<file path="config.mk">
export PLATFORM = sky130hd
export DESIGN_NAME = jt12_mmr_wr_flat
export DESIGN_NICKNAME = d
export VERILOG_FILES = /design/src/rtl/jt12_mmr_wr_if.sv /design/src/rtl/jt12_mmr_wr.sv /design/src/flat_wrapper.sv
export SDC_FILE = /design/constraint.sdc
export NUM_CORES = 1
export LEC_CHECK = 0
export CORE_MARGIN = 1
export CORE_UTILIZATION = 25
export CTS_CLUSTER_SIZE = 40
export DETAILED_ROUTE_END_ITERATION = 16
export DONT_BUFFER_PORTS = 1
export PLACE_DENSITY_LB_ADDON = 0.25
export SYNTH_ARGS = -nofsm -noshare
export SYNTH_HDL_FRONTEND = slang
export SYNTH_SLANG_ARGS = --single-unit
</file>
<file path="constraint.sdc">
create_clock -name clk -period 4 [get_ports clk]
set_clock_uncertainty 0.2 [all_clocks]
set_input_delay 0.8 -clock clk [delete_from_list [all_inputs] [get_ports clk]]
set_output_delay 0.8 -clock clk [all_outputs]
set_load 0.02 [all_outputs]
</file>
<file path="src/rtl/jt12_mmr_wr_if.sv">
// rtl/jt12_mmr_wr_if.sv - CPU bus and register-update bundle for jt12_mmr_wr
interface jt12_mmr_wr_if;
  logic        clk_en;
  logic [7:0]  cpu_din;
  logic [1:0]  addr;
  logic        cs_n;
  logic        wr_n;
  logic        busy;
  logic [7:0]  din;
  logic [2:0]  ch;
  logic [1:0]  op;
  logic        up_keyon, up_alg, up_fnumlo, up_pms, up_dt1, up_tl;
  logic        up_ks_ar, up_amen_dr, up_sr, up_sl_rr, up_ssgeg;
  logic [5:0]  latch_fnum;
  logic        effect;
  logic        csm;
  logic [10:0] fnum_ch3op1, fnum_ch3op2, fnum_ch3op3;
  logic [2:0]  block_ch3op1, block_ch3op2, block_ch3op3;

  modport master (
    output clk_en, cpu_din, addr, cs_n, wr_n,
    input  busy, din, ch, op,
    input  up_keyon, up_alg, up_fnumlo, up_pms, up_dt1, up_tl,
    input  up_ks_ar, up_amen_dr, up_sr, up_sl_rr, up_ssgeg,
    input  latch_fnum, effect, csm,
    input  fnum_ch3op1, fnum_ch3op2, fnum_ch3op3,
    input  block_ch3op1, block_ch3op2, block_ch3op3
  );

  modport slave (
    input  clk_en, cpu_din, addr, cs_n, wr_n,
    output busy, din, ch, op,
    output up_keyon, up_alg, up_fnumlo, up_pms, up_dt1, up_tl,
    output up_ks_ar, up_amen_dr, up_sr, up_sl_rr, up_ssgeg,
    output latch_fnum, effect, csm,
    output fnum_ch3op1, fnum_ch3op2, fnum_ch3op3,
    output block_ch3op1, block_ch3op2, block_ch3op3
  );
endinterface

</file>
<file path="src/rtl/jt12_mmr_wr.sv">
// rtl/jt12_mmr_wr.sv - YM2612 CPU write decoder; holds one update strobe for a full slot sweep
module jt12_mmr_wr #(
  parameter int num_ch = 6
) (
  input  logic        clk,
  input  logic        rst_n,
  jt12_mmr_wr_if.slave bus
);
  localparam int            SWEEP = 4 * num_ch;
  localparam int            CW    = $clog2(SWEEP);
  localparam logic [CW-1:0] LAST  = CW'(SWEEP - 1);

  logic          r_wr_prev;
  logic [7:0]    r_sel;
  logic          r_part;
  logic          r_busy;
  logic [CW-1:0] r_cnt;
  logic [10:0]   r_up;
  logic [7:0]    r_din;
  logic [2:0]    r_ch;
  logic [1:0]    r_op;
  logic [5:0]    r_latch_fnum;
  logic [5:0]    r_ch3_latch;
  logic          r_effect;
  logic          r_csm;
  logic [10:0]   r_fnum  [3];
  logic [2:0]    r_block [3];

  logic        w_bus_n;
  logic        w_event;
  logic        w_data_ok;
  logic        w_bad_ch;
  logic [10:0] w_up;
  logic        w_ld_fnum;
  logic        w_ld_ch3l;
  logic [2:0]  w_ld_op;
  logic        w_ld_mode;

  assign w_bus_n   = bus.cs_n | bus.wr_n;
  assign w_event   = r_wr_prev & ~w_bus_n;
  // busy is the registered value, so a write landing on the expiry clk is still dropped
  assign w_data_ok = w_event & bus.addr[0] & ~r_busy & ~(r_part & (num_ch == 3));
  assign w_bad_ch  = (r_sel[1:0] == 2'b11);

  // strobe vector bit order: keyon, alg, fnumlo, pms, dt1, tl, ks_ar, amen_dr, sr, sl_rr, ssgeg
  always_comb begin
    w_up      = '0;
    w_ld_fnum = 1'b0;
    w_ld_ch3l = 1'b0;
    w_ld_op   = '0;
    w_ld_mode = 1'b0;
    if (w_data_ok) begin
      if (r_sel == 8'h27) begin
        w_ld_mode = ~r_part;
      end else if (r_sel == 8'h28) begin
        w_up[0] = ~r_part;
      end else if (!w_bad_ch) begin
        if (r_sel[7:4] >= 4'h3 && r_sel[7:4] <= 4'h9) begin
          w_up = 11'd1 << (r_sel[7:4] + 4'd1);
        end else begin
          case (r_sel[7:2])
            6'b101000: w_up[2]   = 1'b1;
            6'b101001: w_ld_fnum = 1'b1;
            6'b101010: w_ld_op   = r_part ? 3'b000 :
                                   {r_sel[1:0] == 2'b00, r_sel[1:0] == 2'b10, r_sel[1:0] == 2'b01};
            6'b101011: w_ld_ch3l = ~r_part;
            6'b101100: w_up[1]   = 1'b1;
            6'b101101: w_up[3]   = 1'b1;
            default:   ;
          endcase
        end
      end
    end
  end

  always_ff @(posedge clk or negedge rst_n) begin
    if (!rst_n) begin
      r_wr_prev    <= 1'b1;
      r_sel        <= '0;
      r_part       <= 1'b0;
      r_busy       <= 1'b0;
      r_cnt        <= '0;
      r_up         <= '0;
      r_din        <= '0;
      r_ch         <= '0;
      r_op         <= '0;
      r_latch_fnum <= '0;
      r_ch3_latch  <= '0;
      r_effect     <= 1'b0;
      r_csm        <= 1'b0;
      for (int k = 0; k < 3; k++) begin
        r_fnum[k]  <= '0;
        r_block[k] <= '0;
      end
    end else begin
      r_wr_prev <= w_bus_n;
      if (w_event && !bus.addr[0]) begin
        r_sel  <= bus.cpu_din;
        r_part <= bus.addr[1];
      end
      if (w_ld_fnum) r_latch_fnum <= bus.cpu_din[5:0];
      if (w_ld_ch3l) r_ch3_latch  <= bus.cpu_din[5:0];
      for (int k = 0; k < 3; k++) begin
        if (w_ld_op[k]) begin
          r_fnum[k]  <= {r_ch3_latch[2:0], bus.cpu_din};
          r_block[k] <= r_ch3_latch[5:3];
        end
      end
      if (w_ld_mode) begin
        r_effect <= |bus.cpu_din[7:6];
        r_csm    <= (bus.cpu_din[7:6] == 2'b10);
      end
      if (|w_up) begin
        r_up   <= w_up;
        r_busy <= 1'b1;
        r_cnt  <= '0;
        r_din  <= bus.cpu_din;
        r_ch   <= {r_part, r_sel[1:0]};
        r_op   <= r_sel[3:2];
      end else if (r_busy && bus.clk_en) begin
        if (r_cnt == LAST) begin
          r_busy <= 1'b0;
          r_up   <= '0;
        end else begin
          r_cnt <= r_cnt + 1'b1;
        end
      end
    end
  end

  assign bus.busy         = r_busy;
  assign bus.din          = r_din;
  assign bus.ch           = r_ch;
  assign bus.op           = r_op;
  assign bus.up_keyon     = r_up[0];
  assign bus.up_alg       = r_up[1];
  assign bus.up_fnumlo    = r_up[2];
  assign bus.up_pms       = r_up[3];
  assign bus.up_dt1       = r_up[4];
  assign bus.up_tl        = r_up[5];
  assign bus.up_ks_ar     = r_up[6];
  assign bus.up_amen_dr   = r_up[7];
  assign bus.up_sr        = r_up[8];
  assign bus.up_sl_rr     = r_up[9];
  assign bus.up_ssgeg     = r_up[10];
  assign bus.latch_fnum   = r_latch_fnum;
  assign bus.effect       = r_effect;
  assign bus.csm          = r_csm;
  assign bus.fnum_ch3op1  = r_fnum[0];
  assign bus.fnum_ch3op2  = r_fnum[1];
  assign bus.fnum_ch3op3  = r_fnum[2];
  assign bus.block_ch3op1 = r_block[0];
  assign bus.block_ch3op2 = r_block[1];
  assign bus.block_ch3op3 = r_block[2];
endmodule
</file>
<file path="src/flat_wrapper.sv">
// flat-port wrapper written by rule: the top's interface ports become plain ports
module jt12_mmr_wr_flat 
#(
  parameter int num_ch = 6
)
  (clk, rst_n, bus_clk_en, bus_cpu_din, bus_addr, bus_cs_n, bus_wr_n, bus_busy, bus_din, bus_ch, bus_op, bus_up_keyon, bus_up_alg, bus_up_fnumlo, bus_up_pms, bus_up_dt1, bus_up_tl, bus_up_ks_ar, bus_up_amen_dr, bus_up_sr, bus_up_sl_rr, bus_up_ssgeg, bus_latch_fnum, bus_effect, bus_csm, bus_fnum_ch3op1, bus_fnum_ch3op2, bus_fnum_ch3op3, bus_block_ch3op1, bus_block_ch3op2, bus_block_ch3op3);
  jt12_mmr_wr_if bus_i ();
  input  logic clk;
  input  logic rst_n;
  input wire logic [$bits(bus_i.clk_en)-1:0] bus_clk_en;
  input wire logic [$bits(bus_i.cpu_din)-1:0] bus_cpu_din;
  input wire logic [$bits(bus_i.addr)-1:0] bus_addr;
  input wire logic [$bits(bus_i.cs_n)-1:0] bus_cs_n;
  input wire logic [$bits(bus_i.wr_n)-1:0] bus_wr_n;
  output wire logic [$bits(bus_i.busy)-1:0] bus_busy;
  output wire logic [$bits(bus_i.din)-1:0] bus_din;
  output wire logic [$bits(bus_i.ch)-1:0] bus_ch;
  output wire logic [$bits(bus_i.op)-1:0] bus_op;
  output wire logic [$bits(bus_i.up_keyon)-1:0] bus_up_keyon;
  output wire logic [$bits(bus_i.up_alg)-1:0] bus_up_alg;
  output wire logic [$bits(bus_i.up_fnumlo)-1:0] bus_up_fnumlo;
  output wire logic [$bits(bus_i.up_pms)-1:0] bus_up_pms;
  output wire logic [$bits(bus_i.up_dt1)-1:0] bus_up_dt1;
  output wire logic [$bits(bus_i.up_tl)-1:0] bus_up_tl;
  output wire logic [$bits(bus_i.up_ks_ar)-1:0] bus_up_ks_ar;
  output wire logic [$bits(bus_i.up_amen_dr)-1:0] bus_up_amen_dr;
  output wire logic [$bits(bus_i.up_sr)-1:0] bus_up_sr;
  output wire logic [$bits(bus_i.up_sl_rr)-1:0] bus_up_sl_rr;
  output wire logic [$bits(bus_i.up_ssgeg)-1:0] bus_up_ssgeg;
  output wire logic [$bits(bus_i.latch_fnum)-1:0] bus_latch_fnum;
  output wire logic [$bits(bus_i.effect)-1:0] bus_effect;
  output wire logic [$bits(bus_i.csm)-1:0] bus_csm;
  output wire logic [$bits(bus_i.fnum_ch3op1)-1:0] bus_fnum_ch3op1;
  output wire logic [$bits(bus_i.fnum_ch3op2)-1:0] bus_fnum_ch3op2;
  output wire logic [$bits(bus_i.fnum_ch3op3)-1:0] bus_fnum_ch3op3;
  output wire logic [$bits(bus_i.block_ch3op1)-1:0] bus_block_ch3op1;
  output wire logic [$bits(bus_i.block_ch3op2)-1:0] bus_block_ch3op2;
  output wire logic [$bits(bus_i.block_ch3op3)-1:0] bus_block_ch3op3;
  assign bus_i.clk_en = bus_clk_en;
  assign bus_i.cpu_din = bus_cpu_din;
  assign bus_i.addr = bus_addr;
  assign bus_i.cs_n = bus_cs_n;
  assign bus_i.wr_n = bus_wr_n;
  assign bus_busy = bus_i.busy;
  assign bus_din = bus_i.din;
  assign bus_ch = bus_i.ch;
  assign bus_op = bus_i.op;
  assign bus_up_keyon = bus_i.up_keyon;
  assign bus_up_alg = bus_i.up_alg;
  assign bus_up_fnumlo = bus_i.up_fnumlo;
  assign bus_up_pms = bus_i.up_pms;
  assign bus_up_dt1 = bus_i.up_dt1;
  assign bus_up_tl = bus_i.up_tl;
  assign bus_up_ks_ar = bus_i.up_ks_ar;
  assign bus_up_amen_dr = bus_i.up_amen_dr;
  assign bus_up_sr = bus_i.up_sr;
  assign bus_up_sl_rr = bus_i.up_sl_rr;
  assign bus_up_ssgeg = bus_i.up_ssgeg;
  assign bus_latch_fnum = bus_i.latch_fnum;
  assign bus_effect = bus_i.effect;
  assign bus_csm = bus_i.csm;
  assign bus_fnum_ch3op1 = bus_i.fnum_ch3op1;
  assign bus_fnum_ch3op2 = bus_i.fnum_ch3op2;
  assign bus_fnum_ch3op3 = bus_i.fnum_ch3op3;
  assign bus_block_ch3op1 = bus_i.block_ch3op1;
  assign bus_block_ch3op2 = bus_i.block_ch3op2;
  assign bus_block_ch3op3 = bus_i.block_ch3op3;
  jt12_mmr_wr #(.num_ch(num_ch)) u_core (.clk(clk), .rst_n(rst_n), .bus(bus_i));
endmodule
</file>
==> flow_summary_export.csv <==
group,metric,value,unit
status,status,"completed",
grt,grt_max_degree,96,
critical_path,cp_top_family,"simple AND/OR/NAND/NOR gates",
critical_path,slowest_stage,"dfrtp_1",
yosys,synth-seq-cells,96,
layout,instances_no_fill,531,
yosys,yosysTopAreaCell,"dfrtp_1",
floorplan,io_pins,90,
yosys,avgSynthCellArea,13.1,um^2
yosys,netlist_top_cells_area,"dfrtp_1 (58%), mux2_2 (19%), nand2_1 (2.2%)",
critical_path,timing.critical_path.cells,"and2_1 > ha_1 > nand3b_1 > o2bb2a_1 > nor3_1 > a311oi_2 > nand4b_1 > buf_4 > mux2_2",
grt,overflow,0,
pwr,vdd_drop_max,0.000188,V
floorplan,rows,46,
critical_path,cp_max_fo,28,
pwr,p_leak,2.11,nW
yosys,synth_fa_ha_area_frac,0.00917,
run,max-cap-violations,0,
critical_path,cpPeakStageDelay,0.50,ns
yosys,synth_ff_type,"dfrtp_1",
clock_network,clk_pin_slew,0.07,ns
critical_path,setup.worst_path.class,"reg -> reg",
floorplan,die_h,130,um
critical_path,reg2reg_slack,0.89,ns
layout,syn_to_final_growth,12.9,%
floorplan,dieArea,16900,um^2
timing,finalHoldViolCount,0,
hold_path,hp-class,"in -> async",
critical_path,arrival,3.14,ns
drt,post_drt_wl_per_cell,18.4,um
clock_network,cts_setup_buffers,0,
critical_path,worstReg2RegEnd,"u_core.bus.din[4]$_DFFE_PN0P_",
yosys,muxShareOfSynthArea,0.211,
layout,layout-drive-gt1-share,0.321,
yosys,synth_seq_area_share,0.587,
placed_design,gp_congestion,0.790,
placed_design,hpwl,6490,um
clock_network,cts_tree,"done",
floorplan,start_util,0.257,
grt,grt_use_met3,0.0648,
drt,drt_iter0_drc,106,
critical_path,worst_ep_required_time,4.03,ns
critical_path,critical_path_buf_inv_count,1,
timing,fmax,322,MHz
grt,grt_pass1_wl,15700,um
timing,tightest_slew,0.939,ns
yosys,synth.distinct_cells,48,
critical_path,setup.worst_path.end_class,"flop",
grt,grt_use_met1,0.161,
critical_path,crit_path_end,"u_core.bus.din[4]$_DFFE_PN0P_",
drt,vias,2405,
timing,final.setup.tns,0,ns
timing,slew_headroom,0.371,
critical_path,r2r_start,"u_core.r_sel[4]$_DFFE_PN0P_",
yosys,synth-simple-area-share,0.105,
timing,period_share,0.776,
yosys,synth_cells,312,
critical_path,worstSetupPathDepth,9,
floorplan,core-area,15900,um^2
placed_design,portBuffers,0,
yosys,ys_async_sr_fraction,1.00,
critical_path,reg2reg_depth,9,
placed_design,dp_cells,515,
clock_network,numCtsBuffers,9,
timing,grt_setup_unrepaired,"no",
yosys,synth_top_family_by_area,"multiplexers",
clock_network,clock-sinks,96,
pwr,powerDensity,556,nW/um^2
grt,antenna_found_initial,0,
critical_path,critPathLaunch,"u_core.r_sel[4]$_DFFE_PN0P_",
clock_network,htreeDepth,3,
drt,finalWirelength,9760,um
yosys,synth_nets,330,
yosys,synth_top_area_frac,0.581,
drt,drc,0,
yosys,synth.most_common_cell,"dfrtp_1",
drt,viasPerCell,4.53,
clock_network,cts_root_buffer,"clkbuf_16",
grt,grt_pass1_vias,2627,
timing,fin_crit,3.11,ns
yosys,synth_commonest_cells,"dfrtp_1 (95), mux2_2 (69), nand2_1 (24)",
timing,setup_violations,0,
grt,grt_use_met2,0.190,
layout,diodes,0,
layout,nNetsFinal,329,
yosys,synth_xor_area_frac,0.0107,
yosys,syn_area,4100,um^2
drt,ant_nets,0,
yosys,yosysWarnings,0,
critical_path,startpoint_type,"flop",
clock_network,clockBufferDepth,2,
clock_network,clk_latency,0.35,ns
floorplan,die-width,130,um
drt,drt_pass1_iterations,4,
yosys,synth-compound-area-share,0.0498,
timing,drv_slew,0,
layout,fill_cells,1641,
grt,top_usage_layer,"met2",
yosys,synth-edff-count,0,
grt,grt_usage,0.127,
power breakdown:
| group | switching (mW) | leakage, nW | internal [mW] |
|---|---|---|---|
| registers | 0.277 | 1.28 | 1.11 |
| logic | 0.143 | 0.684 | 0.166 |
| clock network | 0.385 | 0.142 | 0.486 |
| total | 0.806 | 2.11 | 1.77 |
cell usage in the layout (no fill, tap or decap), drive strengths merged, types with 3 or more instances in the layout:
cell type / n
mux2: 74
ha: 3
nand3b: 3
dfrtp: 95
o21ai: 11
nor2b: 4
buf: 5
xor2: 3
nor4: 4
o21bai: 3
nor2: 18
clkbuf: 9
inv: 7
a21oi: 3
nand2b: 3
nand3: 7
nand4: 3
nand2: 24
o22ai: 3
routing by layer:
metal / vias to the layer above / share of wire
met1: 1234 / 0.44
met3: 5 / 0.093
met4: 0 / 0.010
met5: - / 0
met2: 69 / 0.45
li1: 1097 / -
worst min-delay path by stage:
stage	to
6_report	u_core.r_wr_prev$_DFF_PN1_
5_1_grt	u_core.r_wr_prev$_DFF_PN1_
4_1_cts	u_core.r_wr_prev$_DFF_PN1_
2_1_floorplan	u_core.bus.block_ch3op1[0]$_DFFE_PN0P_
3_5_place_dp	u_core.bus.fnum_ch3op1[5]$_DFFE_PN0P_
3_3_place_gp	u_core.bus.fnum_ch3op3[5]$_DFFE_PN0P_
stage by stage:
step | power, mW | area, um^2 | hold slack [ns] | util | worst slack (ns)
after detailed placement | 1.71 | 4300 | 0.306 | 0.270 | 0.723
after floorplan | 1.62 | 4100 | 0.297 | - | 1.19
after CTS | 2.62 | 4620 | 0.0769 | 0.290 | 0.892
after global routing | 2.72 | 4620 | 0.0691 | 0.290 | 0.633
after global placement | 1.70 | 4300 | 0.307 | 0.270 | 0.937
final | 2.57 | 4620 | 0.0957 | 0.290 | 0.894
layout make-up:
type,instances,area (um^2),share of cell area
repair buffers,5,57.6,0.0124
inverters,5,18.8,0.00406
multi-input cells,194,1580,0.342
well taps,216,270,0.0585
flip-flops and latches,96,2400,0.520
clock buffers,9,225,0.0487
clock inverters,6,68.8,0.0149
state kept, by name (all words and copies together) (netlist names):
register                 flops
u_core.bus.fnum_ch3op2      11
u_core.bus.block_ch3op2      3
u_core.bus.fnum_ch3op1      11
u_core.r_cnt                 5
u_core.bus.effect            1
u_core.bus.op                2
u_core.bus.din               8
u_core.r_part                1
u_core.bus.block_ch3op1      3
u_core.r_up                 11
u_core.bus.block_ch3op3      3
u_core.r_ch3_latch           6
u_core.bus.ch                3
u_core.r_wr_prev             1
u_core.bus.csm               1
u_core.bus.fnum_ch3op3      11
u_core.bus.busy              1
u_core.bus.latch_fnum        6
u_core.r_sel                 8
kinds of logic after synthesis:
kind of cell               count (synthesis)
DFF                                       96
AOI/OAI and AO/OA                         30
and+or+nand+nor                           81
xor gates and xnor gates                   5
muxes                                     75
buffers and inverters                     22
adders and majority gates                  3
timing repair:
item,CTS,global route
hold endpoints to repair,95,0
gates resized for setup,0,0
hold buffers,1,0
No activity file was read; power rests on OpenSTA's default activity.
